===== src/rtl/ro_pkg.sv =====
// Shared types and helpers for the ring-oscillator measurement controller.
package ro_pkg;

    typedef enum logic [1:0] {IDLE, SETTLE, MEASURE, DONE} ro_state_t;

    localparam int SETTLE_CYCLES_DEF = 16;
    localparam int DIV_LOG2_DEF      = 2;

    function automatic logic [31:0] sat_inc(input logic [31:0] v, input logic [31:0] max_v);
        return (v >= max_v) ? max_v : v + 32'd1;
    endfunction

endpackage


===== src/rtl/ro_meas_ctrl_if.sv =====
// Request/result bundle between the IO decode (master) and the measurement controller (slave).
interface ro_meas_ctrl_if #(
    parameter int SEL_W  = 2,
    parameter int GATE_W = 8,
    parameter int CNT_W  = 12
);
    logic              start;
    logic              abort;
    logic [SEL_W-1:0]  osc_sel;
    logic [GATE_W-1:0] gate_cycles;
    logic              busy;
    logic              done;
    logic [CNT_W-1:0]  count;
    logic              overflow;
    logic              err;

    modport master (output start, abort, osc_sel, gate_cycles,
                    input  busy, done, count, overflow, err);
    modport slave  (input  start, abort, osc_sel, gate_cycles,
                    output busy, done, count, overflow, err);
endinterface


===== src/rtl/ro_prescaler.sv =====
// Selects one oscillator, divides it in its own domain, and returns a one-cycle
// clk-domain pulse per rising edge of the divided signal.
module ro_prescaler #(
    parameter int NUM_RO   = 4,
    parameter int SEL_W    = 2,
    parameter int DIV_LOG2 = 2
) (
    input  logic              clk,
    input  logic              rst,
    input  logic [NUM_RO-1:0] ro_clk,
    input  logic [SEL_W-1:0]  sel,
    output logic              pulse
);
    localparam int DW = DIV_LOG2 + 1;

    logic          ro_mux;
    logic [DW-1:0] div;
    logic [2:0]    sync;

    always_comb begin
        ro_mux = 1'b0;
        for (int i = 0; i < NUM_RO; i++)
            if (sel == SEL_W'(i)) ro_mux = ro_clk[i];
    end

    // Phase of the divider is irrelevant, so it is left without reset.
    always_ff @(posedge ro_mux)
        div <= div + DW'(1);

    always_ff @(posedge clk) begin
        if (rst) begin
            sync  <= '0;
            pulse <= 1'b0;
        end else begin
            sync  <= {sync[1:0], div[DW-1]};
            pulse <= sync[1] & ~sync[2];
        end
    end
endmodule


===== src/rtl/ro_meas_ctrl.sv =====
// Sequencer for a bank of ring oscillators: one-hot enable, settle window,
// gated edge count with saturation, single-cycle done pulse.
module ro_meas_ctrl
    import ro_pkg::*;
#(
    parameter int NUM_RO        = 4,
    parameter int SEL_W         = 2,
    parameter int GATE_W        = 8,
    parameter int CNT_W         = 12,
    parameter int SETTLE_CYCLES = SETTLE_CYCLES_DEF,
    parameter int DIV_LOG2      = DIV_LOG2_DEF
) (
    input  logic              clk,
    input  logic              rst,
    input  logic [NUM_RO-1:0] ro_clk,
    output logic [NUM_RO-1:0] ro_en,
    ro_meas_ctrl_if.slave     bus
);
    localparam int SET_W = $clog2(SETTLE_CYCLES + 1);
    localparam int TMR_W = (GATE_W > SET_W) ? GATE_W : SET_W;
    localparam logic [31:0] CNT_MAX = 32'((64'd1 << CNT_W) - 64'd1);

    ro_state_t         state;
    logic [SEL_W-1:0]  sel_q;
    logic [GATE_W-1:0] gate_q;
    logic [TMR_W-1:0]  tmr;
    logic [NUM_RO-1:0] ro_en_q;
    logic              busy_q, done_q, ovf_q, err_q;
    logic [CNT_W-1:0]  count_q;
    logic              edge_pulse;

    function automatic logic [NUM_RO-1:0] sel_dec(input logic [SEL_W-1:0] s);
        logic [NUM_RO-1:0] d;
        d = '0;
        for (int i = 0; i < NUM_RO; i++)
            if (s == SEL_W'(i)) d[i] = 1'b1;
        return d;
    endfunction

    ro_prescaler #(.NUM_RO(NUM_RO), .SEL_W(SEL_W), .DIV_LOG2(DIV_LOG2)) u_pre (
        .clk    (clk),
        .rst    (rst),
        .ro_clk (ro_clk),
        .sel    (sel_q),
        .pulse  (edge_pulse)
    );

    always_ff @(posedge clk) begin
        if (rst) begin
            state   <= IDLE;
            sel_q   <= '0;
            gate_q  <= '0;
            tmr     <= '0;
            ro_en_q <= '0;
            busy_q  <= 1'b0;
            done_q  <= 1'b0;
            count_q <= '0;
            ovf_q   <= 1'b0;
            err_q   <= 1'b0;
        end else begin
            done_q <= 1'b0;
            case (state)
                IDLE: if (bus.start) begin
                    busy_q  <= 1'b1;
                    count_q <= '0;
                    ovf_q   <= 1'b0;
                    if (32'(bus.osc_sel) >= NUM_RO) begin
                        err_q  <= 1'b1;
                        done_q <= 1'b1;
                        state  <= DONE;
                    end else if (bus.gate_cycles == '0) begin
                        err_q  <= 1'b0;
                        done_q <= 1'b1;
                        state  <= DONE;
                    end else begin
                        err_q   <= 1'b0;
                        sel_q   <= bus.osc_sel;
                        gate_q  <= bus.gate_cycles;
                        ro_en_q <= sel_dec(bus.osc_sel);
                        tmr     <= TMR_W'(SETTLE_CYCLES - 1);
                        state   <= SETTLE;
                    end
                end
                SETTLE: begin
                    if (bus.abort) begin
                        ro_en_q <= '0;
                        busy_q  <= 1'b0;
                        state   <= IDLE;
                    end else if (tmr == '0) begin
                        tmr   <= TMR_W'(gate_q) - TMR_W'(1);
                        state <= MEASURE;
                    end else begin
                        tmr <= tmr - TMR_W'(1);
                    end
                end
                MEASURE: begin
                    if (bus.abort) begin
                        ro_en_q <= '0;
                        busy_q  <= 1'b0;
                        state   <= IDLE;
                    end else begin
                        // Overflow flags an edge that arrived with the counter already pinned.
                        if (edge_pulse) begin
                            count_q <= CNT_W'(sat_inc(32'(count_q), CNT_MAX));
                            if (32'(count_q) == CNT_MAX) ovf_q <= 1'b1;
                        end
                        if (tmr == '0) begin
                            ro_en_q <= '0;
                            done_q  <= 1'b1;
                            state   <= DONE;
                        end else begin
                            tmr <= tmr - TMR_W'(1);
                        end
                    end
                end
                DONE: begin
                    busy_q <= 1'b0;
                    state  <= IDLE;
                end
                default: state <= IDLE;
            endcase
        end
    end

    assign ro_en        = ro_en_q;
    assign bus.busy     = busy_q;
    assign bus.done     = done_q;
    assign bus.count    = count_q;
    assign bus.overflow = ovf_q;
    assign bus.err      = err_q;
endmodule


===== src/flat_wrapper.sv =====
// flat-port wrapper written by rule: the top's interface ports become plain ports
module ro_meas_ctrl_flat import ro_pkg::*;
#(
    parameter int NUM_RO        = 4,
    parameter int SEL_W         = 2,
    parameter int GATE_W        = 8,
    parameter int CNT_W         = 12,
    parameter int SETTLE_CYCLES = SETTLE_CYCLES_DEF,
    parameter int DIV_LOG2      = DIV_LOG2_DEF
)
  (clk, rst, ro_clk, ro_en, bus_start, bus_abort, bus_osc_sel, bus_gate_cycles, bus_busy, bus_done, bus_count, bus_overflow, bus_err);
  ro_meas_ctrl_if #(.SEL_W(SEL_W), .GATE_W(GATE_W), .CNT_W(CNT_W)) bus_i ();
  input  logic clk;
  input  logic rst;
  input  logic [NUM_RO-1:0] ro_clk;
  output logic [NUM_RO-1:0] ro_en;
  input wire logic [$bits(bus_i.start)-1:0] bus_start;
  input wire logic [$bits(bus_i.abort)-1:0] bus_abort;
  input wire logic [$bits(bus_i.osc_sel)-1:0] bus_osc_sel;
  input wire logic [$bits(bus_i.gate_cycles)-1:0] bus_gate_cycles;
  output wire logic [$bits(bus_i.busy)-1:0] bus_busy;
  output wire logic [$bits(bus_i.done)-1:0] bus_done;
  output wire logic [$bits(bus_i.count)-1:0] bus_count;
  output wire logic [$bits(bus_i.overflow)-1:0] bus_overflow;
  output wire logic [$bits(bus_i.err)-1:0] bus_err;
  assign bus_i.start = bus_start;
  assign bus_i.abort = bus_abort;
  assign bus_i.osc_sel = bus_osc_sel;
  assign bus_i.gate_cycles = bus_gate_cycles;
  assign bus_busy = bus_i.busy;
  assign bus_done = bus_i.done;
  assign bus_count = bus_i.count;
  assign bus_overflow = bus_i.overflow;
  assign bus_err = bus_i.err;
  ro_meas_ctrl #(.NUM_RO(NUM_RO), .SEL_W(SEL_W), .GATE_W(GATE_W), .CNT_W(CNT_W), .SETTLE_CYCLES(SETTLE_CYCLES), .DIV_LOG2(DIV_LOG2)) u_core (.clk(clk), .rst(rst), .ro_clk(ro_clk), .ro_en(ro_en), .bus(bus_i));
endmodule

===== config.mk =====
export PLATFORM = sky130hd
export DESIGN_NAME = ro_meas_ctrl_flat
export DESIGN_NICKNAME = d
export VERILOG_FILES = /design/src/rtl/ro_pkg.sv /design/src/rtl/ro_meas_ctrl_if.sv /design/src/rtl/ro_prescaler.sv /design/src/rtl/ro_meas_ctrl.sv /design/src/flat_wrapper.sv
export SDC_FILE = /design/constraint.sdc
export NUM_CORES = 1
export LEC_CHECK = 0
export BUFFER_PORTS_ARGS = -buffer_cell sky130_fd_sc_hd__buf_2
export CORE_MARGIN = 5
export CORE_UTILIZATION = 35
export DETAILED_ROUTE_END_ITERATION = 8
export PLACE_DENSITY = 0.6
export SYNTH_ARGS = -nofsm -noshare
export SYNTH_HDL_FRONTEND = slang
export SYNTH_HIERARCHICAL = 1
export SYNTH_SLANG_ARGS = --single-unit
export TNS_END_PERCENT = 20

===== constraint.sdc =====
create_clock -name clk -period 1.7 [get_ports clk]
set_input_delay 0 -clock clk [delete_from_list [all_inputs] [get_ports clk]]
set_output_delay 0 -clock clk [all_outputs]
set_load 0.005 [all_outputs]

After elaboration in Yosys (flattened, before gate mapping). Index checks and enable logic that the tools add are counted.

Add/sub/neg operators: 4. Magnitude comparators: 1. Equality and inequality tests: 21. Mux-type cells: 46. Bitwise operators: 3. Reductions and logical operators: 15.

Operator list (count): $mux W12 (4); $mux W8 (6); $pmux W12 S2 (1); $pmux W8 S3 (1); $mux W4 (5); $mux W1 (18); $logic_not A8 Y1 (2); $sub A8 B1 Y8 const B (2); $ne A2 B2 Y1 const B (7); $add A12 B1 Y12 const B (1); $eq A12 B12 Y1 const B (1); $eq A2 B2 Y1 const B (6); $ge A12 B12 Y1 const B (1); $mux W2 (6); $pmux W4 S3 (1); $reduce_and A5 Y1 (2); $pmux W2 S4 (1); $eq A2 B1 Y1 const B (3); $logic_not A2 Y1 (3); $ne A3 B2 Y1 const B (2); $reduce_and A3 Y1 (2); $reduce_and A6 Y1 (1); $ne A2 B1 Y1 const B (2); $pmux W1 S2 (2); other kinds (9) (10).

Register bits after elaboration: 46. Bits of input ports: 18. Output and inout port bits: 20. Logic and storage cells: 102.

Depth between registers and ports, before layout.
Word-level depth: 5. Depth in mapped cells: 9. Mapped depth without buffers: 7.

By module. Netlist, hierarchy kept.

By module, submodules not included: ro_meas_ctrl (instances 1, cells each 286, area an instance 2311.0 um^2, sequential area each 780.7 um^2); ro_prescaler (instances 1, cells each 15, area an instance 214.0 um^2, sequential area each 140.1 um^2).

==> flow_metrics.py <==
metrics = {
    "clocking": {
        "clkLatencyLatePin_ps": 290,
        "root_buffer": "clkbuf_8",
        "cts_buffers": 5,
        "clkTransAtPathRegs_ps": 80,
        "cts_buffer_depth": 2,
        "h-tree-depth": 2,
        "cts_tree": "done",
    },
    "finish": {
        "n_antenna_cell": 0,
        "n_fill_cell": 719,
        "multi_input_area_um2": 1580,
        "fin_nets": 416,
        "layout.cells.most_common_list": "42 x dfxtp_1, 41 x buf_4, 36 x buf_2, 29 x nor2_1, 26 x a21oi_1",
        "synthToLayoutAreaGrowth_pct": 36.4,
        "mostFrequentLayoutCell": "dfxtp_1",
        "seqCellArea_um2": 926,
        "drive_above_1_share": 0.310,
    },
    "synthesis": {
        "ys_seq_elements": 46,
        "ys.flop_type": "dfxtp_1",
        "ys_async_sr_fraction": 0,
        "synth_area_per_cell_um2": 8.39,
        "netlist.top_cell.by_area": "dfxtp_1",
        "yosysWarnings": 6,
        "synth_cell_types": 55,
        "synthCells": 301,
        "synth-edff-count": 0,
        "synthTopCellsByArea": "dfxtp_1 36%, o21ai_0 6.1%, a21oi_1 5.6%, nor2_1 4.6%, ha_1 4.0%",
        "ys_seq_area_frac": 0.365,
        "synth.top_cell.area_share": 0.365,
        "netlist_area_um2": 2520,
        "synth.net_count": 327,
    },
    "routing": {
        "finalWirelength_mm": 6.74,
        "vias": 2513,
        "dr.pass1.iters": 5,
        "viasPerCell": 5.14,
        "drcViolationCount": 0,
        "ant_nets": 0,
        "first_iter_violations": 95,
        "post_drt_wl_per_cell_um": 13.8,
    },
    "die": {
        "dieArea_um2": 9010,
        "fp.dieH_um": 94.9,
        "die_w_um": 94.9,
        "placement_rows": 31,
        "start_util": 0.354,
        "io_pins": 38,
        "core_um2": 7140,
    },
    "timing": {
        "unclocked_pins": 3,
        "finalCritPeriodShare": 1.10,
        "tns_ps": -1590,
        "rsz0062_at_grt": "yes",
        "slew_violations": 0,
        "setup-violations-final": 15,
        "fmax_ghz": 0.537,
        "hold_ws_ps": 7.53,
        "layout_setup_ws_ps": -163,
        "untimed_endpoints": 3,
        "period_minus_slack_ps": 1860,
        "hold_violations": 0,
        "fin_worst_skew_ps": 11.7,
    },
    "global_routing": {
        "antenna_found_initial": 0,
        "grt_pass1_vias": 2424,
        "grt_pass1_wl_mm": 11.1,
        "grt-ovfl-total": 0,
        "grt_use_total": 0.154,
        "grt_max_degree": 22,
    },
    "place": {
        "port_buffers": 36,
        "dp_hpwl_mm": 4.82,
        "place.gp.congestion": 0.841,
    },
    "run": {
        "drv_cap": 0,
    },
    "setup_path": {
        "startpoint_type": "flip-flop",
        "crit_required_ps": 1870,
        "end_kind": "flip-flop",
        "arrival_ps": 2030,
        "worstSetupPathType": "flip-flop to flip-flop",
        "worstPathMaxFanout": 4,
    },
    "status": {
        "violations": "negative setup slack",
        "status": "finished with violations",
    },
    "pwr": {
        "power.density_nw_per_um2": 1450,
        "power.total_mw": 4.98,
        "ir_drop_mv": 0.654,
        "total_leakage_power_nw": 1.45,
    },
    "min_path": {
        "holdCritPathClass": "input port to flip-flop",
    },
}
kinds of logic after synthesis:
group	synth area share
xor+xnor	0.0243
mux	0.0486
other cells	0.00149
simple gates	0.257
fa+ha+maj	0.0396
flops	0.365
compound gates	0.223
buf+inv	0.0411
cells in the mapped netlist, types with 3 or more instances:
cell type  instances
a211oi_1           5
a21o_1             4
a21oi_1           28
a41oi_1            3
and2_1             4
and3_1             4
clkbuf_1           7
dfxtp_1           46
ha_1               8
inv_1             13
mux2i_1           10
nand2_1           11
nand2b_1           9
nand3_1            3
nand3b_1           3
nand4_1            5
nor2_1            31
nor2b_1           10
nor3_1             8
nor3b_1            3
o21ai_0           31
o31ai_1            4
or3_1              4
or4_1              4
xnor2_1            3
xor2_1             4
layout make-up:
| cell class | instances | area share |
|---|---|---|
| multi-input cells | 231 | 0.458 |
| flip-flops and latches | 46 | 0.269 |
| repair buffers | 93 | 0.193 |
| well taps | 99 | 0.0360 |
| clock buffers | 6 | 0.0211 |
| inverters | 13 | 0.0142 |
| clock inverters | 1 | 0.00872 |
layer usage:
metal	share of wire	track usage	vias to the layer above	wire length, um
met5	0	0	-	0
met4	0.0064	0.0445	0	43
met3	0.049	0.0311	4	327
met2	0.47	0.264	60	3160
met1	0.48	0.194	1181	3210
li1	-	-	1268	-
power by group:
part	switching (mW)	internal, mW	leakage (nW)
Sequential	0.101	1.18	0.377
Clock	0.343	0.431	0.0513
Combinational	1.50	1.43	1.02
Total	1.94	3.04	1.45
worst max-delay path, cell delays in order, from the launching register on:
cell and delay (ps):
dfxtp_2 330, inv_2 60, ha_4 130, or4b_4 490, or2_4 290, a21oi_2 190
o2111a_1 210, nor3_1 50
flip-flops by register name (all words and copies together) (netlist names):
register	cells
u_core/bus.busy	1
u_core/u_pre/pulse	1
u_core/u_pre/sync	3
u_core/state	2
u_core/tmr	8
u_core/u_pre/div	3
u_core/bus.done	1
u_core/bus.overflow	1
u_core/bus.count	12
u_core/ro_en	4
u_core/gate_q	8
u_core/sel_q	2
per-stage QoR:
| step | util | instance area (um^2) | setup WS, ps | cells |
|---|---|---|---|---|
| detailed placement | 0.435 | 3110 | -349 | 465 |
| finish | 0.483 | 3440 | -163 | 489 |
| global placement | 0.435 | 3110 | -308 | 465 |
| floorplan | - | 2540 | -78.7 | 301 |
| global route | 0.483 | 3440 | -281 | 489 |
| CTS | 0.472 | 3370 | -151 | 485 |
path summary, 6_finish.rpt:
| check | start | endpoint | slack [ps] | cells past startpoint |
|---|---|---|---|---|
| hold reg to reg | u_core/u_pre/sync[2]$_SDFF_PP0_ | u_core/u_pre/pulse$_SDFF_PP0_ | 390 | 1 |
| setup / recovery | u_core/tmr[0]$_SDFFE_PP0P_ | u_core/tmr[1]$_SDFFE_PP0P_ | -160 | 7 |
| hold / removal | bus_osc_sel[0] | u_core/sel_q[0]$_SDFFE_PP0P_ | 8 | 3 |
| setup reg to reg | u_core/tmr[0]$_SDFFE_PP0P_ | u_core/tmr[1]$_SDFFE_PP0P_ | -160 | 7 |
timing repair:
item                                   4_1_cts  5_1_grt
gates resized for setup                     14       15
setup endpoints to repair                   19       34
setup buffers                                3        4
pin swaps                                    8        3
hold buffers                                10        0
endpoints found under the hold margin       11        0
(Power assumes the default switching activity.)
